`config.mk`:
```
export PLATFORM = sky130hd
export DESIGN_NAME = hazard_scoreboard
export DESIGN_NICKNAME = d
export VERILOG_FILES = /design/src/rtl/hazard_pkg.sv /design/src/rtl/hazard_decode.sv /design/src/rtl/hazard_scoreboard.sv
export SDC_FILE = /design/constraint.sdc
export NUM_CORES = 1
export LEC_CHECK = 0
export ABC_AREA = 1
export CAP_MARGIN = 20
export CELL_PAD_IN_SITES_DETAIL_PLACEMENT = 0
export CELL_PAD_IN_SITES_GLOBAL_PLACEMENT = 1
export CORE_MARGIN = 1.5
export CORE_UTILIZATION = 38
export DETAILED_ROUTE_END_ITERATION = 10
export PLACE_DENSITY_LB_ADDON = 0.08
export SYNTH_ARGS = -nofsm -noshare
export SYNTH_HDL_FRONTEND = slang
export SYNTH_HIERARCHICAL = 1
export SYNTH_SLANG_ARGS = --single-unit
```
`constraint.sdc`:
```
create_clock -name clk_i -period 3.77 [get_ports clk_i]
set_input_delay 0.754 -clock clk_i [delete_from_list [all_inputs] [get_ports clk_i]]
set_output_delay 0.754 -clock clk_i [all_outputs]
set_load 0.03 [all_outputs]
```
`src/rtl/hazard_pkg.sv`:
```
// -----------------------------------------------------------------------------
// hazard_pkg
// Shared constants for the RV32I ID-stage hazard scoreboard:
//   - major opcode encodings the hazard logic cares about
//   - bit positions of the rd / rs1 / rs2 / opcode fields
//   - helper functions that slice those fields out of an instruction word
// No ports (package).
// -----------------------------------------------------------------------------
package hazard_pkg;

   // Architectural register index width (RV32I register file is x0..x31)
   localparam int REG_W = 5;

   typedef logic [REG_W-1:0] reg_idx_t;
   typedef logic [6:0]       opcode_t;

   // Major opcodes
   localparam opcode_t OP_LOAD   = 7'b0000011;
   localparam opcode_t OP_STORE  = 7'b0100011;
   localparam opcode_t OP_BRANCH = 7'b1100011;
   localparam opcode_t OP_OP     = 7'b0110011;
   localparam opcode_t OP_IMM    = 7'b0010011;
   localparam opcode_t OP_LUI    = 7'b0110111;
   localparam opcode_t OP_AUIPC  = 7'b0010111;
   localparam opcode_t OP_JAL    = 7'b1101111;
   localparam opcode_t OP_JALR   = 7'b1100111;

   // Field slice positions
   localparam int OPC_LSB = 0;
   localparam int OPC_MSB = 6;
   localparam int RD_LSB  = 7;
   localparam int RD_MSB  = 11;
   localparam int RS1_LSB = 15;
   localparam int RS1_MSB = 19;
   localparam int RS2_LSB = 20;
   localparam int RS2_MSB = 24;

   function automatic opcode_t get_opcode(input logic [31:0] instr);
      return instr[OPC_MSB:OPC_LSB];
   endfunction

   function automatic reg_idx_t get_rd(input logic [31:0] instr);
      return instr[RD_MSB:RD_LSB];
   endfunction

   function automatic reg_idx_t get_rs1(input logic [31:0] instr);
      return instr[RS1_MSB:RS1_LSB];
   endfunction

   function automatic reg_idx_t get_rs2(input logic [31:0] instr);
      return instr[RS2_MSB:RS2_LSB];
   endfunction

endpackage : hazard_pkg

```
`src/rtl/hazard_decode.sv`:
```
// -----------------------------------------------------------------------------
// hazard_decode
// Purely combinational register-usage decode of the instruction in IF/ID.
// Only the fields that matter for hazard detection are extracted.
// Ports:
//   id_instr_i   in  32  instruction word
//   rs1_o        out 5   rs1 field
//   rs2_o        out 5   rs2 field
//   rd_o         out 5   rd field
//   use_rs1_o    out 1   instruction reads rs1
//   use_rs2_o    out 1   instruction reads rs2
//   wr_rd_o      out 1   instruction writes a nonzero rd
//   is_load_o    out 1   LOAD class (long producer latency)
//   is_branch_o  out 1   conditional branch (resolves in ID, needs final value)
// -----------------------------------------------------------------------------
module hazard_decode
   import hazard_pkg::*;
(
   input  logic [31:0]      id_instr_i,
   output logic [REG_W-1:0] rs1_o,
   output logic [REG_W-1:0] rs2_o,
   output logic [REG_W-1:0] rd_o,
   output logic             use_rs1_o,
   output logic             use_rs2_o,
   output logic             wr_rd_o,
   output logic             is_load_o,
   output logic             is_branch_o
);

   opcode_t  opcode;
   reg_idx_t rd_field;
   logic     writes_rd;

   // funct3/funct7/immediate bits carry no register-usage information
   logic unused_bits;
   assign unused_bits = ^{id_instr_i[31:25], id_instr_i[14:12]};

   always_comb begin
      opcode      = get_opcode(id_instr_i);
      rd_field    = get_rd(id_instr_i);
      rs1_o       = get_rs1(id_instr_i);
      rs2_o       = get_rs2(id_instr_i);
      rd_o        = rd_field;
      use_rs1_o   = 1'b0;
      use_rs2_o   = 1'b0;
      writes_rd   = 1'b0;
      is_load_o   = 1'b0;
      is_branch_o = 1'b0;

      case (opcode)
         OP_LOAD: begin
            use_rs1_o = 1'b1;
            writes_rd = 1'b1;
            is_load_o = 1'b1;
         end
         OP_STORE: begin
            use_rs1_o = 1'b1;
            use_rs2_o = 1'b1;
         end
         OP_BRANCH: begin
            use_rs1_o   = 1'b1;
            use_rs2_o   = 1'b1;
            is_branch_o = 1'b1;
         end
         OP_OP: begin
            use_rs1_o = 1'b1;
            use_rs2_o = 1'b1;
            writes_rd = 1'b1;
         end
         OP_IMM, OP_JALR: begin
            use_rs1_o = 1'b1;
            writes_rd = 1'b1;
         end
         OP_LUI, OP_AUIPC, OP_JAL: begin
            writes_rd = 1'b1;
         end
         default: begin
         end
      endcase

      // Writes to x0 are architecturally discarded, so they never create a hazard
      wr_rd_o = writes_rd && (rd_field != '0);
   end

endmodule : hazard_decode

```
`src/rtl/hazard_scoreboard.sv`:
```
// -----------------------------------------------------------------------------
// hazard_scoreboard
// Load/ALU hazard unit beside the ID stage of the in-order RV32I pipeline.
// Each tracked register has a small countdown of cycles until its in-flight
// result can be forwarded into ID. ID is stalled until every source operand
// is obtainable: branches (resolved in ID) need the counter at 0, all other
// consumers can take an EX-stage forward and accept a counter of 1.
// A flush squashes the write of the instruction issued in the previous cycle.
// A watchdog flags runs of MAX_STALL consecutive stall cycles (sticky).
//
// Optional feature macro: HAZ_PERF_CNT_EN
//   defined   -> stall_cnt_o counts stall cycles (32-bit, wrapping)
//   undefined -> stall_cnt_o is tied to 0 and the counter is absent
//
// Parameters:
//   NREG       architectural registers (<= 32); x0 is never tracked
//   LOAD_LAT   cycles after issue until a load result reaches ID (1..7)
//   ALU_LAT    cycles after issue until an ALU result reaches ID (0..LOAD_LAT)
//   MAX_STALL  consecutive stall cycles that raise err_stall_o (>= 1)
// Ports:
//   clk_i        in  1   rising-edge clock
//   rst_i        in  1   synchronous active-high reset
//   id_valid_i   in  1   id_instr_i holds a live instruction
//   id_instr_i   in  32  instruction in IF/ID
//   flush_i      in  1   kill the ID instruction and the one issued last cycle
//   id_stall_o   out 1   hold PC and IF/ID, bubble into ID/EX
//   id_issue_o   out 1   the ID instruction advances this cycle
//   err_stall_o  out 1   sticky watchdog error
//   stall_cnt_o  out 32  total stall cycles (feature build only)
// -----------------------------------------------------------------------------
module hazard_scoreboard
   import hazard_pkg::*;
#(
   parameter int NREG      = 32,
   parameter int LOAD_LAT  = 2,
   parameter int ALU_LAT   = 1,
   parameter int MAX_STALL = 15
)
(
   input  logic        clk_i,
   input  logic        rst_i,
   input  logic        id_valid_i,
   input  logic [31:0] id_instr_i,
   input  logic        flush_i,
   output logic        id_stall_o,
   output logic        id_issue_o,
   output logic        err_stall_o,
   output logic [31:0] stall_cnt_o
);

   localparam int CW    = $clog2(LOAD_LAT + 1);
   localparam int RUN_W = $clog2(MAX_STALL + 1);

   localparam logic [CW-1:0]    LOAD_INIT = CW'(LOAD_LAT);
   localparam logic [CW-1:0]    ALU_INIT  = CW'(ALU_LAT);
   localparam logic [RUN_W-1:0] RUN_MAX   = RUN_W'(MAX_STALL);

   // ---------------------------------------------------------------------
   // Decode
   // ---------------------------------------------------------------------
   reg_idx_t rs1;
   reg_idx_t rs2;
   reg_idx_t rd;
   logic     use_rs1;
   logic     use_rs2;
   logic     wr_rd;
   logic     is_load;
   logic     is_branch;

   hazard_decode u_decode (
      .id_instr_i  (id_instr_i),
      .rs1_o       (rs1),
      .rs2_o       (rs2),
      .rd_o        (rd),
      .use_rs1_o   (use_rs1),
      .use_rs2_o   (use_rs2),
      .wr_rd_o     (wr_rd),
      .is_load_o   (is_load),
      .is_branch_o (is_branch)
   );

   // ---------------------------------------------------------------------
   // Control
   // ---------------------------------------------------------------------
   logic [NREG-1:0] haz_vec;
   logic            hazard;
   logic            issue_wr;
   reg_idx_t        last_rd_q;
   reg_idx_t        last_rd_d;

   assign hazard     = |haz_vec;
   assign id_stall_o = id_valid_i && hazard && !flush_i;
   assign id_issue_o = id_valid_i && !hazard && !flush_i;
   assign issue_wr   = id_issue_o && wr_rd;

   // Remember which register the just-issued instruction will write, so a
   // flush in the next cycle can cancel that write. Zero means "nothing".
   assign last_rd_d = issue_wr ? rd : '0;

   always_ff @(posedge clk_i) begin
      if (rst_i) begin
         last_rd_q <= '0;
      end else begin
         last_rd_q <= last_rd_d;
      end
   end

   // ---------------------------------------------------------------------
   // Per-register countdown scoreboard
   // ---------------------------------------------------------------------
   for (genvar gi = 0; gi < NREG; gi++) begin : g_ent
      if (gi == 0) begin : g_x0
         // x0 reads as constant zero and can never be pending
         assign haz_vec[gi] = 1'b0;
      end else begin : g_trk
         logic [CW-1:0] cnt_q;
         logic [CW-1:0] cnt_d;
         logic          src_hit;
         logic          not_ready;

         assign src_hit = (use_rs1 && (rs1 == REG_W'(gi))) ||
                          (use_rs2 && (rs2 == REG_W'(gi)));

         // Branches compare in ID and need the value already written back;
         // everyone else can pick it up from EX once the count reaches 1.
         assign not_ready = is_branch ? (cnt_q != '0) : (cnt_q > CW'(1));

         assign haz_vec[gi] = src_hit && not_ready;

         always_comb begin
            cnt_d = (cnt_q != '0) ? (cnt_q - CW'(1)) : '0;
            if (flush_i && (last_rd_q == REG_W'(gi))) begin
               // wrong-path producer: its result will never arrive
               cnt_d = '0;
            end else if (issue_wr && (rd == REG_W'(gi))) begin
               // a fresh issue overrides this cycle's decrement
               cnt_d = is_load ? LOAD_INIT : ALU_INIT;
            end
         end

         always_ff @(posedge clk_i) begin
            if (rst_i) begin
               cnt_q <= '0;
            end else begin
               cnt_q <= cnt_d;
            end
         end
      end
   end

   // ---------------------------------------------------------------------
   // Stall watchdog
   // ---------------------------------------------------------------------
   logic [RUN_W-1:0] run_q;
   logic [RUN_W-1:0] run_d;
   logic             err_q;
   logic             err_d;

   always_comb begin
      run_d = '0;
      if (id_stall_o) begin
         run_d = (run_q == RUN_MAX) ? run_q : (run_q + RUN_W'(1));
      end
      // flag as soon as the run reaches the limit, so the error is visible
      // during the stall cycle that follows the MAX_STALL-th one
      err_d = err_q || (id_stall_o && (run_d == RUN_MAX));
   end

   always_ff @(posedge clk_i) begin
      if (rst_i) begin
         run_q <= '0;
         err_q <= 1'b0;
      end else begin
         run_q <= run_d;
         err_q <= err_d;
      end
   end

   assign err_stall_o = err_q;

   // ---------------------------------------------------------------------
   // Optional stall performance counter
   // ---------------------------------------------------------------------
`ifdef HAZ_PERF_CNT_EN
   logic [31:0] stall_cnt_q;
   logic [31:0] stall_cnt_d;

   assign stall_cnt_d = id_stall_o ? (stall_cnt_q + 32'd1) : stall_cnt_q;

   always_ff @(posedge clk_i) begin
      if (rst_i) begin
         stall_cnt_q <= '0;
      end else begin
         stall_cnt_q <= stall_cnt_d;
      end
   end

   assign stall_cnt_o = stall_cnt_q;
`else
   assign stall_cnt_o = '0;
`endif

endmodule : hazard_scoreboard

```
# Yosys cells after proc, flatten, opt, wreduce, memory -nomap -nowiden
# Cells that the tools add are included.
totals:
  register_bits: 72
  latchBits: 0
  ramBits: 0
  mem_bits_ro: 0
  input_bits: 36
  elab_cells: 598
  n_memories: 0
classes:
  add_sub_neg: 32
  multipliers: 0
  div: 0
  n_lt_le_gt_ge: 31
  eq_ne: 135
  n_shift: 0
  muxes: 101
  bitwise_logic: 1
  reduce_logical: 264
ops:
  columns: ["cell", "count"]
  rows:
  - ["$eq 5x5->1 const B", 64]
  - ["$logic_and 1x1->1", 162]
  - ["$eq 5x4->1 const B", 32]
  - ["$mux 2", 63]
  - ["$eq 5x3->1 const B", 16]
  - ["$reduce_or 2->1", 32]
  - ["$gt 2x1->1 const B", 31]
  - ["$reduce_bool 2->1", 31]
  - ["$sub 2x1->2 const B", 31]
  - ["$eq 5x2->1 const B", 8]
  - ["$mux 1", 36]
  - ["$logic_or 1x1->1", 32]
  - ["$reduce_or 31->1", 1]
  - ["$eq 7x6->1 const B", 3]
  - ["$eq 7x7->1 const B", 3]
  - ["$eq 5x1->1 const B", 4]
  - ["$eq 7x5->1 const B", 2]
  - ["$eq 4x4->1 const B", 2]
  - ["$mux 4", 2]
  - ["$eq 7x2->1 const B", 1]
  - ["$reduce_or 7->1", 1]
  - ["$reduce_or 6->1", 1]
  - ["$reduce_bool 5->1", 1]
  - ["$add 4x1->4 const B", 1]
  - ["other kinds (3)", 4]

# Longest topological paths before layout
# Gate-level depths: netlist of run 1.
logic_depth:
  ltp_word: 13
  depth_mapped: 24
  depth_no_buf: 21

# Hierarchy
# Netlist of run 1, hierarchy kept.
by_module_without_submodules:
  columns: ["mod", "instances", "cells_per_inst", "area_per_inst_um2", "seq_area_each_um2"]
  rows:
  - ["hazard_scoreboard", 1, 932, 5276.3, 1441.4]
  - ["hazard_decode", 1, 54, 295.3, 0.0]

# Worst setup path after synthesis of run 1
# Ideal clock, no wire load.
synth_timing:
  path_kind: "input to output"
  start: "input port id_instr_i[0]"
  end: "output port id_stall_o"
  arrival_ps: 2668
  required_ps: 3016
  path_slack_ps: 348
  path_stages: 17
  n_path_buf: 1
  cell_sequence: "nand2_1 inv_2 nand2_1 nor2_1 a21oi_1 nand3_1 inv_1 nor2_2 buf_2 nand3_1 nand2_1 nand2_1 nand2_1 nor2_1 nand2_1 nor2_1 a21oi_1"
synth_between:
  elab_chain_len: 9
synth_lines:
  columns: ["element", "line_no", "source"]
  rows:
  - ["start: declaration", "hazard_scoreboard.sv:43", "input logic [31:0] id_instr_i,"]
  - ["$eq 7x6->1 (tied with other cells)", "hazard_decode.sv:50", "case (opcode)"]
  - ["$reduce_or 6->1 (no line) *", null, null]
  - ["$mux 1 *", "hazard_decode.sv:50", null]
  - ["via use_rs1", "hazard_scoreboard.sv:64", "logic use_rs1;"]
  - ["$logic_and 1x1->1", "hazard_scoreboard.sv:121", "assign src_hit = (use_rs1 && (rs1 == REG_W'(gi))) ||"]
  - ["$logic_or 1x1->1", "hazard_scoreboard.sv:121", null]
  - ["$logic_and 1x1->1", "hazard_scoreboard.sv:128", "assign haz_vec[gi] = src_hit && not_ready;"]
  - ["$reduce_or 31->1 *", "hazard_scoreboard.sv:91", "assign hazard = |haz_vec;"]
  - ["$logic_and 1x1->1 * (2 in series)", "hazard_scoreboard.sv:92", "assign id_stall_o = id_valid_i && hazard && !flush_i;"]
  - ["end: declaration", "hazard_scoreboard.sv:45", "output logic id_stall_o,"]
# Mark *: on every way through the listed nets, which the timed path passes. The rest lies on a longest branch.

# Worst setup path in the final report of run 1
layout_timing:
  start: "input port id_instr_i[15]"
  end: "output port id_stall_o"
layout_between:
  elab_chain_len: 7
layout_lines:
  columns: ["element", "line_no"]
  rows:
  - ["$eq 5x1->1 (tied with other cells)", "hazard_scoreboard.sv:121"]
  - ["$logic_and 1x1->1", "hazard_scoreboard.sv:121"]
  - ["$logic_or 1x1->1", "hazard_scoreboard.sv:121"]
  - ["$logic_and 1x1->1", "hazard_scoreboard.sv:128"]
  - ["$reduce_or 31->1 *", "hazard_scoreboard.sv:91"]
  - ["$logic_and 1x1->1 * (2 in series)", "hazard_scoreboard.sv:92"]
# Mark *: on every way between the ends. The rest lies on a longest branch, timed or not.

==> results of run 1 <==
## worst min-delay path by stage
stage          slack (ns)           to  cells past startpoint        start
2_1_floorplan        0.50     run_q[3]                      2     run_q[3]
3_3_place_gp         0.44  err_stall_o                      2  err_stall_o
3_5_place_dp         0.45  err_stall_o                      2  err_stall_o
4_1_cts              0.46  err_stall_o                      2  err_stall_o
5_1_grt              0.48  err_stall_o                      2  err_stall_o
6_report             0.45  err_stall_o                      2  err_stall_o
## area by class of cell
class / instances / area [µm²] / share of cell area, %
multi-input combinational: 731 / 3300 / 51.8
timing repair buffer: 61 / 629 / 9.88
inverter: 127 / 487 / 7.64
clock inverter: 4 / 45.0 / 0.707
sequential: 72 / 1440 / 22.6
clock buffer: 12 / 236 / 3.71
tap: 184 / 230 / 3.61
## routing by layer
| metal | track usage [%] | vias up | routed length (µm) | part of all wire [%] |
|---|---|---|---|---|
| met5 | 0 | - | 0 | 0 |
| met2 | 35.5 | 131 | 7290 | 45 |
| met1 | 30.9 | 2436 | 7950 | 49 |
| li1 | - | 3078 | - | - |
| met3 | 3.07 | 22 | 779 | 4.8 |
| met4 | 5.89 | 0 | 244 | 1.5 |
## sequential cells by signal, summed over array words and instances (netlist names)
signal and cells:
err_stall_o 1, run_q 4, g_ent.g_trk.cnt_q 62, last_rd_q 5
## report_power, final
group	total (mW)	internal (mW)	switching [mW]
logic	0.229	0.0614	0.168
registers	0.761	0.761	0.000234
clock network	0.836	0.510	0.326
## timing repair
action,4_1_cts,5_1_grt
buffers inserted,2,1
cloned,0,1
resized for setup,16,25
pin swaps,8,12
endpoints found under the setup margin,2,2
## cell families after synthesis
kind of cell             Yosys count
flip-flops                        72
multiplexers                       1
other                              1
AO/OA/AOI/OAI                    103
adder cells (fa/ha/maj)            1
XOR/XNOR                           1
buffers and inverters            214
AND/OR/NAND/NOR                  593
## stage by stage
stage	std cells	area (µm²)	setup TNS (ns)	utilization (%)	hold WS, ns
finish	1191	6370	0	44.2	0.455
global route	1191	6370	0	44.2	0.485
CTS	1189	6250	0	43.4	0.462
detailed placement	1171	5910	-2.26	41.0	0.452
global placement	1171	5910	-2.61	41.0	0.443
floorplan	1017	5690	0	-	0.503
## worst register-to-register path: cells and delay by family (launching register included)
kind / cells / cell delay (ns)
AOI/OAI and AO/OA: 1 / 0.06
buffers and inverters: 3 / 0.48
DFF: 1 / 0.31
and+or+nand+nor: 10 / 1.13
## layout by cell type (no fill, tap or decap), types with 3 or more instances in the layout
master / Yosys / final
dlygate4sd2_1: 0 / 3
a21oi_1: 62 / 60
nor2_2: 8 / 10
buf_4: 48 / 26
nand4_1: 53 / 53
clkinv_2: 0 / 3
clkdlybuf4s50_1: 0 / 19
nand2_2: 2 / 10
buf_12: 0 / 6
a31oi_1: 9 / 9
nand3_1: 84 / 82
nor2_4: 1 / 7
nor2_1: 137 / 129
o21ai_0: 29 / 29
clkbuf_16: 0 / 10
conb_1: 1 / 32
inv_1: 122 / 120
nand2_1: 303 / 294
inv_2: 5 / 4
dfxtp_1: 72 / 72
clkbuf_1: 23 / 3
dlymetal6s2s_1: 0 / 4
==> impl_metrics.env, run 1 <==
export IMPL_async_reset_ff_share_pct=0
export IMPL_port_buffers=28
export IMPL_synth_xor_area_share_pct=0.157
export IMPL_avgSynthCellArea_um2=5.65
export IMPL_setup_worst_path_start="id_instr_i[15]"
export IMPL_cts_htree_levels=3
export IMPL_ant_nets=0
export IMPL_wl_per_cell_um=13.7
export IMPL_grtUsageTotal_pct=22.1
export IMPL_routed_via_density=4.76
export IMPL_cp_max_fo=8
export IMPL_worstSetupStartpointType="input pin"
export IMPL_dp_hpwl_um=11700
export IMPL_hold_viol=0
export IMPL_cts_clk_slew_worst_paths_ns=0.06
export IMPL_synth_edf_count=0
export IMPL_synth_compound_area_share_pct=9.61
export IMPL_globalplace_congestion=0.791
export IMPL_mappedNetlistArea_um2=5570
export IMPL_fin_crit_sh_pct=94.2
export IMPL_worstMarginPinSlew_ns=0.954
export IMPL_r2r_start="g_ent[28].g_trk.cnt_q[1]"
export IMPL_fp_dieH_um=124
export IMPL_post_route_drc_count=0
export IMPL_die_w_um=124
export IMPL_fmax_mhz=282
export IMPL_ys_flop_type="dfxtp_1"
export IMPL_cts_inserted_buffers=9
export IMPL_grt_max_degree=64
export IMPL_worstRegToRegCells=14
export IMPL_synthMuxAreaShare_pct=0.202
export IMPL_hold_buffers=0
export IMPL_syn_instance_count=986
export IMPL_r2r_end="g_ent[16].g_trk.cnt_q[0]"
export IMPL_peakVddDrop_mv=0.196
export IMPL_io_pins=71
export IMPL_ys_seq_elements=72
export IMPL_grt_pass1_vias=5132
export IMPL_path_depth=13
export IMPL_worst_hold_path_type="reg2reg"
export IMPL_synthTopCellsByArea="dfxtp_1 (26%), nand2_1 (20%), nor2_1 (9.2%)"
export IMPL_synth_fa_ha_area_share_pct=0.225
export IMPL_finalSetupViolCount=0
export IMPL_worstSetupPathType="in2out"
export IMPL_final_net_count=1039
export IMPL_min_period_ns=3.55
export IMPL_cts_buffer_depth=2
export IMPL_finClkSkew_ns=0.00540
export IMPL_area_delta_synth_final_pct=14.3
export IMPL_wirelength_um=16300
export IMPL_root_buffer="clkbuf_16"
export IMPL_critical_path_top_delay_family="simple AND/OR/NAND/NOR gates"
export IMPL_diodes=0
export IMPL_placementRows=44
export IMPL_worstSetupEndpointType="primary output"
export IMPL_initialDrtViolationCount=275
export IMPL_netlist_area_leader_share_pct=25.9
export IMPL_yosysWarnings=6
export IMPL_clkSinkCount=72
export IMPL_slew_violations=0
export IMPL_path_buf_inv=4
export IMPL_clkLatencyLatePin_ns=0.33
export IMPL_overflow=0
export IMPL_total_power_mw=1.83
export IMPL_synth_top_family_by_area="simple AND/OR/NAND/NOR gates"
export IMPL_fin_ws_ns=0.220
export IMPL_die_area_um2=15400
export IMPL_grt_first_pass_wirelength_um=26000
export IMPL_synth_common_cells="nand2_1 (303), nor2_1 (137), inv_1 (122), nand3_1 (84), dfxtp_1 (72)"
export IMPL_nFillCells=1614
export IMPL_antenna_found_initial=0
export IMPL_path_cells="clkdlybuf4s50_1 > inv_1 > nor2_1 > nand3_1 > nand2_1 > nand2_1 > nand2_1 > nor2_2 > nand2_1 > nor2_4 > a21oi_2 > buf_4 > buf_6"
export IMPL_synth_distinct_cells=27
export IMPL_cts_tree="yes"
export IMPL_critPathMostFrequentCell="nand2_1"
export IMPL_slew_headroom_pct=36.3
export IMPL_power_per_cell_area_nw_per_um2=287
export IMPL_core_area_um2=14400
export IMPL_worst_ep_required_time_ns=3.02
export IMPL_first_pass_iters=5
export IMPL_initial_core_util_pct=38.6
export IMPL_cp_arrival_ns=2.80
export IMPL_seq_area_frac_synth_pct=25.9
export IMPL_place_ws_ns=-0.227
export IMPL_leakage_nw=3.09
export IMPL_regToRegSetupSlack_ns=1.66
export IMPL_synth_simple_area_share_pct=45.0
export IMPL_rsz0062_at_grt="false"
export IMPL_synth_most_common_cell="nand2_1"
export IMPL_yosys_area_top_type="dfxtp_1"
export IMPL_vias=5667
export IMPL_slowest_stage="clkdlybuf4s50_1"
export IMPL_layout_drive_gt1_share_pct=8.84
export IMPL_drv_cap=0
export IMPL_cpPeakStageDelay_ns=0.52
export IMPL_endpoint="id_stall_o"
export IMPL_status="complete, no violations"
No activity file was read; power rests on OpenSTA's default activity.
==> run 2, diff against run 1 <==
CAP_MARGIN = 15   (was 20)
MAX_ROUTING_LAYER = met4   (was not set)
clock period = 3.9 ns   (was 3.77 ns; I/O delays follow)
==> run 2 against run 1 <==
Power down 6.1%. Non-clock buffer count fell by 1. Largest cell class unchanged. Critical path depth rose by 6. Cell area is 0.69% lower. Sequential share of layout area increased by 0.16 points. Cell count about the same. Flip-flop and latch count stayed put.
==> impl_metrics.env, run 2 (synthesized netlist as in run 1, its figures left out) <==
export IMPL_slew_violations=0
export IMPL_critical_path_top_delay_family="simple AND/OR/NAND/NOR gates"
export IMPL_cts_tree="yes"
export IMPL_overflow=0
export IMPL_diodes=0
export IMPL_final_common_cell="nand2_1"
export IMPL_final_cell_mix="nand2_1 (300), nor2_1 (133), inv_1 (119)"
export IMPL_drv_cap=0
export IMPL_fin_crit_sh_pct=93.2
export IMPL_cts_inserted_buffers=9
export IMPL_area_delta_synth_final_pct=13.5
export IMPL_antenna_found_initial=0
export IMPL_largest_reg_flops=62
export IMPL_routed_via_density=4.85
export IMPL_path_cells="dlygate4sd2_1 > nand2_2 > inv_1 > buf_4 > nand2_2 > nor2_4 > buf_12 > clkbuf_16 > nand2_1 > nand2_1 > nand2_1 > nand2_1 > nor2_1 > nand2_1 > nor2_4 > buf_6 > nand2_2 > nor2_4 > buf_6"
export IMPL_layout_drive_gt1_share_pct=7.85
export IMPL_place_ws_ns=-0.203
export IMPL_cts_buffer_depth=2
export IMPL_grt_pass1_vias=5068
export IMPL_grt_first_pass_wirelength_um=25300
export IMPL_switching_share_pct=27.6
export IMPL_dp_hpwl_um=11500
export IMPL_cpPeakStageDelay_ns=0.26
export IMPL_post_route_drc_count=0
export IMPL_placementRows=44
export IMPL_top_register="g_ent.g_trk.cnt_q"
export IMPL_cp_max_fo=13
export IMPL_slowest_stage="dlygate4sd2_1"
export IMPL_worst_hold_path_type="reg2reg"
export IMPL_leakage_nw=3.07
export IMPL_cp_arrival_ns=2.85
export IMPL_power_per_cell_area_nw_per_um2=271
export IMPL_initial_core_util_pct=38.6
export IMPL_core_area_um2=14400
export IMPL_io_pins=71
export IMPL_critPathMostFrequentCell="nand2_1"
export IMPL_finClkSkew_ns=0.00546
export IMPL_status="complete, no violations"
export IMPL_rsz0062_at_grt="false"
export IMPL_p_int_mw=1.24
export IMPL_peakVddDrop_mv=0.186
export IMPL_placed_cells=1170
export IMPL_cts_clk_slew_worst_paths_ns=0.05
export IMPL_grt_max_degree=70
export IMPL_globalplace_congestion=0.840
export IMPL_switchingPower_mw=0.473
export IMPL_fp_dieH_um=124
export IMPL_die_w_um=124
export IMPL_seqPwrFrac_pct=42.9
export IMPL_final_net_count=1038
export IMPL_fmax_mhz=275
export IMPL_top_regs="g_ent.g_trk.cnt_q: 62 flops, last_rd_q: 5 flops, run_q: 4 flops"
export IMPL_total_power_mw=1.72
export IMPL_port_buffers=28
export IMPL_worstSetupEndpointType="primary output"
export IMPL_worst_ep_required_time_ns=3.12
export IMPL_path_buf_inv=7
export IMPL_root_buffer="clkbuf_16"
export IMPL_path_depth=19
export IMPL_die_area_um2=15400
export IMPL_initialDrtViolationCount=345
export IMPL_min_period_ns=3.63
export IMPL_power_frac_clock_pct=44.2
export IMPL_instances_no_fill=1190
export IMPL_wl_per_cell_um=13.6
export IMPL_worstSetupStartpointType="input pin"
export IMPL_cts_htree_levels=3
export IMPL_fin_ws_ns=0.266
export IMPL_worstMarginPinSlew_ns=0.978
export IMPL_wirelength_um=16200
export IMPL_vias=5768
export IMPL_clkSinkCount=72
export IMPL_finalSetupViolCount=0
export IMPL_hold_viol=0
export IMPL_tns_ns=0
export IMPL_clkLatencyLatePin_ns=0.33
export IMPL_slew_headroom_pct=34.7
export IMPL_worstRegToRegCells=15
export IMPL_worstSetupPathType="in2out"
export IMPL_combPwrFrac_pct=12.9
export IMPL_first_pass_iters=7
export IMPL_hold_buffers=0
export IMPL_grtUsageTotal_pct=22.2
export IMPL_min_path_cells=2
export IMPL_whs_ns=0.450
export IMPL_ant_nets=0
run 2: area by class of cell:
type                    count  area (µm²)
inverters                 127         482
clock buffers              13         250
well taps                 184         230
clock inverters             3        17.5
flip-flops and latches     72        1440
multi-input cells         731        3270
fillers                  1611        8100
repair buffers             60         638
run 2: timing repair:
| item | CTS | global route |
|---|---|---|
| gates resized for setup | 13 | 15 |
| setup buffers | 1 | 3 |
| pin swaps | 4 | 16 |
| setup endpoints to repair | 2 | 2 |
| cloned | 0 | 1 |
run 2: through the flow:
stage	utilization, %	cell area, µm²
finish	43.8	6320
global route	43.8	6320
CTS	43.1	6220
detailed placement	40.9	5890
global placement	40.9	5890
floorplan	-	5690
run 2: path summary, 6_finish.rpt:
check	end	start	slack (ns)
worst min register to register	err_stall_o	err_stall_o	0.45
worst max-delay path	id_issue_o	id_instr_i[5]	0.27
worst min-delay path	err_stall_o	err_stall_o	0.45
worst max register to register	g_ent[14].g_trk.cnt_q[0]	g_ent[14].g_trk.cnt_q[0]	1.75
run 2: worst min-delay path: stages (launching register included):
cell,delay [ns]
dfxtp_1,0.31
inv_1,0.05
a21oi_1,0.05
run 2: power by group through the flow:
stage	sequential [mW]	clock, mW	combinational [mW]
final	0.736	0.758	0.221
after global routing	0.736	0.805	0.242
after CTS	0.736	0.774	0.217
after detailed placement	0.752	0	0.215
after global placement	0.752	0	0.216
after floorplan	0.752	0	0.181
run 2: per-layer routing:
layer  GRT usage [%]  up-vias  routed length (µm)
met5               -        -                   0
li1                -     3081                   -
met1            29.2     2522                8000
met4            5.68        0                 217
met2            35.7      149                7320
met3            3.25       16                 710
==> run 3, diff against run 2 <==
CTS_CLUSTER_DIAMETER = 80   (was not set)
==> results of run 3 <==
Same layout as run 2: the final DEF is identical, and so are final timing and power.
